### src/rtl/uart_rx_bit_sampler.sv
// uart_rx_bit_sampler: UART receive front end.
// Free-running 1x (transmit) and 8x (receive) baud ticks, a 2-flop rx
// synchronizer, and an 8x-oversampled start detector / bit sampler that
// majority-votes samples 3, 4 and 5 of every frame bit and strobes the
// voted value with its frame position.
// Optional feature macro: UART_RX_FRAME_ERR_EN adds the frame_err output
// and holds off start detection after a bad stop bit until the line idles.
module uart_rx_bit_sampler #(
  parameter int BAUD_RATE = 115200,
  parameter int FREQUENCY = 100000000,
  parameter int DATA_BITS = 8
) (
  input  logic       clk,
  input  logic       rst,
  input  logic       rx,
  output logic       tx_bd_en,
  output logic       rx_bd_en,
  output logic       rx_bit,
  output logic       rx_bit_rdy,
  output logic [3:0] bit_idx,
  output logic       busy,
  output logic       false_start
`ifdef UART_RX_FRAME_ERR_EN
  ,
  output logic       frame_err
`endif
);

  localparam int TX_DIV = FREQUENCY / BAUD_RATE;
  localparam int RX_DIV = FREQUENCY / (8 * BAUD_RATE);
  localparam int TXW    = $clog2(TX_DIV);
  localparam int RXW    = $clog2(RX_DIV);

  typedef enum logic [2:0] {
    S_IDLE,
    S_START,
    S_DATA,
    S_STOP,
    S_BREAK   // bad stop seen; wait for the line to idle high
  } state_t;

  logic [TXW-1:0] tx_cnt_q;
  logic [RXW-1:0] rx_cnt_q;
  logic           tx_tick_q, rx_tick_q;
  logic           rx_s1_q, rx_s_q;

  state_t         state_q, state_d;
  logic [2:0]     tk_q, tk_d;
  logic [2:0]     smp_q, smp_d;
  logic           bit_q, bit_d;
  logic [3:0]     idx_q, idx_d;
  logic           rdy_q, rdy_d;
  logic           busy_q, busy_d;
  logic           fs_q, fs_d;
  logic           fe_q, fe_d;
  logic           vote;

  // Baud counters: independent, each wraps at DIV-1; tick lands the cycle after the wrap
  always_ff @(posedge clk or posedge rst) begin
    if (rst) begin
      tx_cnt_q  <= '0;
      rx_cnt_q  <= '0;
      tx_tick_q <= 1'b0;
      rx_tick_q <= 1'b0;
    end else begin
      tx_tick_q <= (tx_cnt_q == TXW'(TX_DIV - 1));
      rx_tick_q <= (rx_cnt_q == RXW'(RX_DIV - 1));
      tx_cnt_q  <= (tx_cnt_q == TXW'(TX_DIV - 1)) ? '0 : tx_cnt_q + TXW'(1);
      rx_cnt_q  <= (rx_cnt_q == RXW'(RX_DIV - 1)) ? '0 : rx_cnt_q + RXW'(1);
    end
  end

  // Two-flop synchronizer for the asynchronous serial line, idles high
  always_ff @(posedge clk or posedge rst) begin
    if (rst) begin
      rx_s1_q <= 1'b1;
      rx_s_q  <= 1'b1;
    end else begin
      rx_s1_q <= rx;
      rx_s_q  <= rx_s1_q;
    end
  end

  // 2-of-3 majority over the mid-bit samples
  assign vote = (smp_q[0] & smp_q[1]) | (smp_q[0] & smp_q[2]) | (smp_q[1] & smp_q[2]);

  // Sampler FSM state and output registers
  always_ff @(posedge clk or posedge rst) begin
    if (rst) begin
      state_q <= S_IDLE;
      tk_q    <= '0;
      smp_q   <= '0;
      bit_q   <= 1'b1;
      idx_q   <= '0;
      rdy_q   <= 1'b0;
      busy_q  <= 1'b0;
      fs_q    <= 1'b0;
      fe_q    <= 1'b0;
    end else begin
      state_q <= state_d;
      tk_q    <= tk_d;
      smp_q   <= smp_d;
      bit_q   <= bit_d;
      idx_q   <= idx_d;
      rdy_q   <= rdy_d;
      busy_q  <= busy_d;
      fs_q    <= fs_d;
      fe_q    <= fe_d;
    end
  end

  // Next state: advances only on 8x ticks; strobes are single-cycle
  always_comb begin
    state_d = state_q;
    tk_d    = tk_q;
    smp_d   = smp_q;
    bit_d   = bit_q;
    idx_d   = idx_q;
    rdy_d   = 1'b0;
    busy_d  = busy_q;
    fs_d    = 1'b0;
    fe_d    = 1'b0;

    if (rx_tick_q) begin
      // tk wraps 7->0 by width, so each bit is exactly 8 ticks
      if (state_q == S_START || state_q == S_DATA || state_q == S_STOP) begin
        tk_d = tk_q + 3'd1;
        if (tk_q == 3'd3) smp_d[0] = rx_s_q;
        if (tk_q == 3'd4) smp_d[1] = rx_s_q;
        if (tk_q == 3'd5) smp_d[2] = rx_s_q;
      end

      case (state_q)
        S_IDLE: begin
          if (!rx_s_q) begin
            busy_d  = 1'b1;
            tk_d    = '0;
            state_d = S_START;
          end
        end
        S_START: begin
          if (tk_q == 3'd7) begin
            if (!vote) begin
              rdy_d   = 1'b1;
              bit_d   = 1'b0;
              idx_d   = '0;
              state_d = S_DATA;
            end else begin
              fs_d    = 1'b1;
              busy_d  = 1'b0;
              state_d = S_IDLE;
            end
          end
        end
        S_DATA: begin
          if (tk_q == 3'd7) begin
            rdy_d = 1'b1;
            bit_d = vote;
            idx_d = idx_q + 4'd1;
            if (idx_q + 4'd1 == 4'(DATA_BITS)) state_d = S_STOP;
          end
        end
        S_STOP: begin
          if (tk_q == 3'd7) begin
            rdy_d   = 1'b1;
            bit_d   = vote;
            idx_d   = 4'(DATA_BITS + 1);
            busy_d  = 1'b0;
            state_d = S_IDLE;
`ifdef UART_RX_FRAME_ERR_EN
            if (!vote) begin
              fe_d    = 1'b1;
              state_d = S_BREAK;
            end
`endif
          end
        end
        S_BREAK: begin
          if (rx_s_q) state_d = S_IDLE;
        end
        default: state_d = S_IDLE;
      endcase
    end
  end

  assign tx_bd_en    = tx_tick_q;
  assign rx_bd_en    = rx_tick_q;
  assign rx_bit      = bit_q;
  assign rx_bit_rdy  = rdy_q;
  assign bit_idx     = idx_q;
  assign busy        = busy_q;
  assign false_start = fs_q;
`ifdef UART_RX_FRAME_ERR_EN
  assign frame_err   = fe_q;
`else
  logic unused_fe;
  assign unused_fe   = fe_q;
`endif

endmodule

### config.mk
export PLATFORM = sky130hd
export DESIGN_NAME = uart_rx_bit_sampler
export DESIGN_NICKNAME = d
export VERILOG_FILES = /design/src/rtl/uart_rx_bit_sampler.sv
export SDC_FILE = /design/constraint.sdc
export NUM_CORES = 1
export LEC_CHECK = 0
export ABC_AREA = 1
export BUFFER_PORTS_ARGS = -buffer_cell sky130_fd_sc_hd__buf_2
export CAP_MARGIN = 40
export CORE_UTILIZATION = 50
export CTS_CLUSTER_DIAMETER = 100
export CTS_CLUSTER_SIZE = 28
export DETAILED_ROUTE_END_ITERATION = 10
export PLACE_DENSITY = 0.64
export SLEW_MARGIN = 20
export SYNTH_ARGS = -nofsm -noshare
export SYNTH_HDL_FRONTEND = slang
export SYNTH_SLANG_ARGS = --single-unit
export TNS_END_PERCENT = 30
### constraint.sdc
create_clock -name clk -period 2.11 [get_ports clk]
set_clock_uncertainty 0.1 [all_clocks]
set_input_delay 0.3165 -clock clk [delete_from_list [all_inputs] [get_ports clk]]
set_output_delay 0.3165 -clock clk [all_outputs]
set_load 0.02 [all_outputs]
==> results.md, run 1 <==
Flow run:
- Across the run, the number of max-cap violations was 0.

STA:
- The final period demand of the worst path is 1.61 ns.
- The final critical-path share of the clock period is about three quarters.
- Setup violations remaining at the end of the flow were counted as 0.
- The total count of max-transition violations in the final report came to 0.
- The total count of hold-check failures in the final report is 0.
- The fmax is 620 MHz.
- Setup repair after global routing left no endpoint under its margin.
- The total negative slack for setup checks is 0 ns.
- The headroom to the max-slew limit is between 70% and 80%.
- At the pin with the least slew margin, the transition time is 0.444 ns.
- The final hold slack is between 0.2 and 0.3 ns.

Clocking:
- The clock net in this run drives a total of 37 sinks.
- The TritonCTS clock tree is done.
- The buffer cell driving the clock tree root is clkbuf_4.
- The later pin in the worst-skew pair is clocked with a latency of approximately 0.33 ns.
- The quantity of gates resized following cts is 0.
- The clock slew at the register clock pins of the worst setup and hold paths is between 0.1 and 0.15 ns.
- The worst-case clock buffer depth is 2.
- Counting the buffers created by CTS gives 5.
- The number of H-tree levels is 2.

Finish:
- The fraction of final layout cells sized beyond drive strength 1 is approximately 15%.
- The filler cells instantiated in the layout total 291.
- Relative to the synthesized area, the layout overhead comes to 13.1%.
- The net count of the finished layout is between 200 and 250.
- 0 antenna diodes ended up in the layout.

Die:
- The vertical die dimension is slightly above 60 microns.
- Measured along the x axis, the die boundary spans 62.1 microns.
- The starting density of the core is between 50% and 60%.
- The cell row count is 21.
- The floorplan step defined a die boundary enclosing between 0.003 and 0.004 sq mm.
- 13 I/O pins were placed.
- The total core area is 0.00339 sq mm.

Worst setup path:
- STA classifies the critical path endpoint as a flop.
- The signal arrival time at the worst endpoint is about 1.8 ns.
- Of all nets on the critical path, the largest fanout is 8.
- By startpoint and endpoint, the worst setup path is classified as flop to flop.
- The worst register-to-register path has a depth of 6.
- For the worst setup path, the data required time is about 2.3 ns.
- STA classifies the critical path startpoint as a flop.

Routing:
- After detailed routing, the total wire length is 2800 microns.
- Before antenna repair, the detailed router went through 4 iterations.
- The number of remaining DRC errors is 0.
- The via density per instance is approximately 4.8.
- The count of nets left with antenna violations after detail routing is 0.
- The detailed router put a total of around 1300 microns of wire on met1.
- The met2 layer wire length in the routed design is about 1300 microns.
- The number of violations reported at the end of detailed-routing iteration 0 is 65.
- The final routed wire length divided by cell count is around 10 microns.
- Across all layers, the routed design uses between 1k and 1.5k vias.
- The highest metal layer with signal wires is met4.
- The detailed route wirelength on metal3 is 100 microns.

Synth:
- The synthesized netlist contains 26 unique library cells.
- The most common cell in the synthesized netlist is nand2_1.
- Yosys printed 0 warnings.
- The synthesized design contains 37 register bits.
- After synthesis, the share of flip-flops with an asynchronous set or reset is 100%.
- The total nets after synthesis is between 200 and 250.
- The leading register cell type out of synthesis is dfrtp_1.
- The mean cell area of the mapped netlist is between 8 and 9 sq um.
- The number of synthesized flops with an enable pin is 0.
- The most area-hungry cell type in the Yosys netlist is dfrtp_1.
- The share of synthesized area in the top cell type comes to a little under half.
- The number of instances in the synthesized netlist is approximately 210.
- By count the netlist is led by nand2_1 (44), dfrtp_1 (34), inv_1 (30).
- After synthesis, flip-flops and latches occupy between 50% and 60% of the total area.
- By area the synthesized netlist is led by dfrtp_1 (47%), nand2_1 (9.1%), inv_1 (6.2%), ha_1 (5.5%), nand3_1 (5.0%).
- Summing every instance area after synthesis gives between 0.0015 and 0.002 sq mm.

Global routing:
- The pin count of the biggest net entering global routing is 38.
- The number of antenna violations at the first check in global routing came to 0.
- The first global-routing pass estimated between 5000 and 6000 microns of wire.
- In the global route stage, overall resource usage came out at 17.0%.
- The remaining global-route overflow is 0.
- The via count of the first global-routing pass is about 1.2k.

Hold path:
- The class of the most critical hold timing path is flop to flop.
- The hold path depth is 0.

Power:
- The power density over the cells is about 650 mW/mm^2.
- The reported leakage power is 0.00104 uW.
- The worst-case IR drop observed on VDD is approximately 0.43 mV.

Placed design:
- The post-DP HPWL is 2090 microns.
- The count of input and output buffers is 12.
- The routability congestion estimate is a little under 0.9.

Run status:
- The run finished with clean final reports.
## where the power goes
group / internal (uW) / switching, uW / total, uW / leakage, uW
combinational: 5.66 / 15.2 / 20.9 / 0.000509
clock: 367 / 234 / 601 / 0.0000552
sequential: 712 / 0.945 / 713 / 0.000478
## sequential cells by signal, indices dropped and copies added (netlist names)
| register | flops |
|---|---|
| tx_cnt_q | 10 |
| rx_cnt_q | 7 |
| bit_idx | 4 |
| smp_q | 3 |
| tk_q | 3 |
| state_q | 2 |
| busy | 1 |
| false_start | 1 |
| rx_bd_en | 1 |
| rx_bit | 1 |
| rx_bit_rdy | 1 |
| rx_s1_q | 1 |
| rx_s_q | 1 |
| tx_bd_en | 1 |
## metal layers
layer,track usage (%),vias up
li1,-,704
met1,21.0,596
met2,27.6,23
met3,5.15,5
met4,7.56,0
met5,0,-
## logic make-up (layout without fill, tap and decap cells)
kind of cell | after synthesis | in the layout | share of synthesized area (%)
adder cells (fa/ha/maj) | 8 | 8 | 5.54
AND/OR/NAND/NOR | 106 | 106 | 27.6
buffers and inverters | 32 | 54 | 7.06
AO/OA/AOI/OAI | 19 | 19 | 5.47
XOR/XNOR | 6 | 6 | 2.91
flip-flops | 37 | 37 | 51.5
## per-stage QoR
stage	instances	power, uW	cell area [sq um]	setup WS [ns]	utilization [%]
after global routing	276	1390	2040	0.362	60.3
after CTS	276	1360	2040	0.484	60.3
after floorplan	208	739	1810	0.629	-
final	276	1340	2040	0.498	60.3
after global placement	266	746	1920	0.558	56.7
after detailed placement	266	747	1920	0.507	56.7
## placed cells by master, fill, tap and decap left out, drive strengths merged
master       count
dfstp            3
nor3             9
xnor2            2
xor2             4
nand2           48
dfrtp           34
a21o             1
clkinv           1
buf             13
inv             31
o22ai            1
bufinv           2
nand4            3
clkbuf           5
or2              1
o21ai           11
ha               8
nand3b           1
nor4             1
dlygate4sd3      2
nand3           18
a21oi            6
and2             1
nor2            24
## worst paths after layout
| check | start | end | slack [ns] |
|---|---|---|---|
| max in group asynchronous | rst | rx_s1_q | 1.06 |
| worst max register to register | tk_q[0] | bit_idx[0] | 0.50 |
| worst min-delay path | rx_s1_q | rx_s_q | 0.27 |
| worst min register to register | rx_s1_q | rx_s_q | 0.27 |
| min in group asynchronous | rst | tx_cnt_q[2] | 0.51 |
| worst max-delay path | tk_q[0] | bit_idx[0] | 0.50 |
## final cells by class
| cell class | count | area, sq um | share of cell area (%) |
|---|---|---|---|
| multi-input cells | 139 | 749 | 36.7 |
| clock buffers | 5 | 37.5 | 1.84 |
| well taps | 46 | 57.6 | 2.82 |
| clock inverters | 3 | 65.1 | 3.18 |
| flip-flops and latches | 37 | 930 | 45.5 |
| repair buffers | 15 | 87.6 | 4.29 |
| inverters | 31 | 116 | 5.70 |
## critical path, stage by stage, from the launching register on
cell and delay (ns):
dfrtp_1 0.42, ha_1 0.19, ha_1 0.19, inv_1 0.11, nor3_2 0.20, nand2_2 0.13, a21o_1 0.18
## what timing repair did
item                                   in CTS  in global routing
endpoints found under the hold margin      35                  0
buffers inserted                            0                  0
hold buffers                                2                  0
(Power assumes the default switching activity.)
==> run 2, diff against run 1 <==
==> constraint.sdc (replaced) <==
create_clock -name clk -period 1.7 [get_ports clk]
set_clock_uncertainty 0.1 [all_clocks]
set_input_delay 0.255 -clock clk [delete_from_list [all_inputs] [get_ports clk]]
set_output_delay 0.255 -clock clk [all_outputs]
set_load 0.02 [all_outputs]
==> run 2 against run 1 <==
Fmax rose by 0.93%; power rose by 24%; final cell count rose by 0.72%; critical endpoint unchanged; critical path type unchanged; non-clock buffer count rose by 2; core utilization rose by 0.52 points; critical path depth did not move; combinational power rose by 24%; wire length rose by 2.1%.
==> results.md, run 2 (same netlist as run 1, synthesis figures left out) <==
Run status:
- Result of the run: complete, no violations (unchanged).

Power:
- The reported leakage power is 0.00105 uW (was 0.00104 uW).
- The power density over the cells is 805 mW/mm^2 (was 653 mW/mm^2).
- The total power consumption of the routed design was 1660 uW (was 1340 uW).
- The peak ir drop on the vdd network was 0.552 mV (was 0.431 mV).

Finish:
- The number of flip-flops under the largest register name is 10 (unchanged).
- The synthesis-to-finish area growth was 14.1% (was 13.1%).
- The leading cell type in the layout, fill and taps excluded was nand2_1 (unchanged).
- The register name with the most flops is tx_cnt_q (unchanged).
- The multi-input logic area is 752 sq um (was 749 sq um).
- The total of fill cells in the finished design came to 291 (unchanged).
- The net total in the final layout is 242 (was 240).
- The antenna diode count is 0 (unchanged).
- Commonest cells after routing, fill and taps aside: nand2_1 (44), dfrtp_1 (34), inv_1 (30), nor2_1 (22), nand3_1 (18) (unchanged).
- The fraction of final layout cells sized beyond drive strength 1 is 16.4% (was 15.2%).
- The area taken by flip-flops and latches is 930 sq um (unchanged).

Routing:
- The final routed wirelength across all metal layers is 2860 microns (was 2800 microns).
- The number of violations reported at the end of detailed-routing iteration 0 came to 77 (was 65).
- The count of nets left with antenna violations after detail routing is 0 (unchanged).
- The via density per instance is 4.80 (was 4.81).
- The total via count after detailed routing came to 1334 (was 1328).
- The number of remaining DRC errors is 0 (unchanged).
- The final routed wire length divided by cell count is 10.3 microns (was 10.2 microns).
- The number of iterations in the first detailed-routing pass is 4 (unchanged).

Hold path:
- The class of the most critical hold timing path is flop to flop (unchanged).
- The hold path depth is 0 (unchanged).
- The worst hold endpoint is rx_s_q (unchanged).
- The start point of the worst min-delay path is rx_s1_q (unchanged).

STA:
- The worst-margin pin slew is 0.443 ns (was 0.444 ns).
- The total count of hold-check failures in the final report is 0 (unchanged).
- The total count of max-transition violations in the final report was 0 (unchanged).
- The headroom to the max-slew limit is 70.5% (was 70.4%).
- The final critical-path share of the clock period is 94.0% (was 76.4%).
- The fmax is 626 MHz (was 620 MHz).
- The final hold slack came to 0.265 ns (about the same).
- The final period demand of the worst path is 1.60 ns (was 1.61 ns).
- The total negative slack for setup checks was 0 ns (unchanged).
- The number of setup violations in the final report is 0 (unchanged).

Worst setup path:
- The type of origin of the critical path is a flop (unchanged).
- The maximum fanout encountered on the critical timing path was 8 (unchanged).
- The signal arrival time at the worst endpoint is 1.74 ns (was 1.75 ns).
- The setup slack of the most critical reg-to-reg path was 0.10 ns (was 0.50 ns).
- The endpoint of the lowest-slack register-to-register path is bit_idx[0] (unchanged).
- The worst path required time is 1.84 ns (was 2.25 ns).
- The number of cells traversed by the worst register-to-register path is 6 (unchanged).
- The launching point of the worst reg2reg path is tk_q[0] (unchanged).
- The worst setup path category was flop to flop (unchanged).
- The nature of the critical path endpoint is a flop (unchanged).

Die:
- The area enclosed by the die boundary is 0.00386 sq mm (unchanged).
- The vertical die dimension is 62.1 microns (unchanged).
- The starting density of the core is 53.3% (unchanged).
- The total I/O pin count is 13 (unchanged).
- The die boundary width was 62.1 microns (unchanged).
- The total core area was 0.00339 sq mm (unchanged).
- The cell row count was 21 (unchanged).

Clocking:
- The number of sinks driven by the clock tree is 37 (unchanged).
- The source-to-sink clock delay at the later pin of the worst-skew pair is 0.33 ns (about the same).
- The clock slew at the register clock pins of the worst setup and hold paths came to 0.12 ns (was 0.11 ns).
- The TritonCTS clock tree was done (unchanged).
- The number of buffers created by CTS is 5 (unchanged).
- The buffer cell driving the clock tree root was clkbuf_4 (unchanged).
- The number of H-tree levels is 2 (unchanged).
- The worst-case clock buffer depth is 2 (unchanged).

Global routing:
- The global-route usage over all layers is 17.2% (was 17.0%).
- The number of antenna violations at the first check in global routing was 0 (unchanged).
- The remaining global-route overflow was 0 (unchanged).
- The pin count of the biggest net entering global routing is 38 (unchanged).
- The first-pass GRT wire length is 5220 microns (was 5150 microns).
- The via count of the first global-routing pass was 1269 (was 1234).

Placed design:
- The count of input and output buffers is 12 (unchanged).
- The post-DP HPWL is 2070 microns (was 2090 microns).
- The routability congestion estimate is 0.874 (about the same).

Flow run:
- The number of violations of the max-capacitance limit came to 0 (unchanged).
## run 2: routing by layer
layer | share of wire [%] | global-route usage, %
met2 | 48 | 28.3
met4 | 1.9 | 8.14
met5 | 0 | 0
met3 | 3.4 | 3.86
met1 | 46 | 21.4
## run 2: final cells by class
type,instances,share of cell area [%]
Sequential cell,37,45.1
Multi-Input combinational cell,139,36.5
Inverter,31,5.65
Timing Repair Buffer,17,4.98
Clock inverter,3,3.16
Tap cell,46,2.79
Clock buffer,5,1.82
## run 2: critical path, stage by stage (launching register included)
cell and delay (ns):
dfrtp_1 0.40, ha_1 0.19, ha_2 0.20, inv_1 0.09
nor3_2 0.20, nand2_2 0.13, a21o_1 0.18
## run 2: worst max-delay path by stage
stage | start | endpoint | slack [ns] | depth (start not counted)
2_1_floorplan | tk_q[0] | bit_idx[0] | 0.22 | 6
3_3_place_gp | tk_q[0] | bit_idx[0] | 0.15 | 6
3_5_place_dp | tk_q[0] | state_q[0] | 0.09 | 8
4_1_cts | tk_q[0] | bit_idx[0] | 0.08 | 6
5_1_grt | tk_q[0] | bit_idx[3] | -0.02 | 7
6_report | tk_q[0] | bit_idx[0] | 0.10 | 6
## run 2: what timing repair did
item,CTS,global route
hold buffers,2,0
endpoints found under the hold margin,35,0
buffers inserted,0,2
endpoints found under the setup margin,0,5
gates resized for setup,0,1
## run 2: where the power goes
part / leakage [uW] / switching, uW / internal [uW]
registers: 0.000478 / 1.22 / 884
logic: 0.000515 / 19.0 / 7.03
clock network: 0.0000552 / 292 / 455
## run 2: per-stage QoR
step | instances | utilization, % | instance area [sq um] | setup slack (ns)
detailed placement | 266 | 56.7 | 1920 | 0.0946
floorplan | 208 | - | 1810 | 0.219
finish | 278 | 60.8 | 2060 | 0.103
CTS | 276 | 60.3 | 2040 | 0.0777
global placement | 266 | 56.7 | 1920 | 0.148
global route | 278 | 60.8 | 2060 | -0.0188
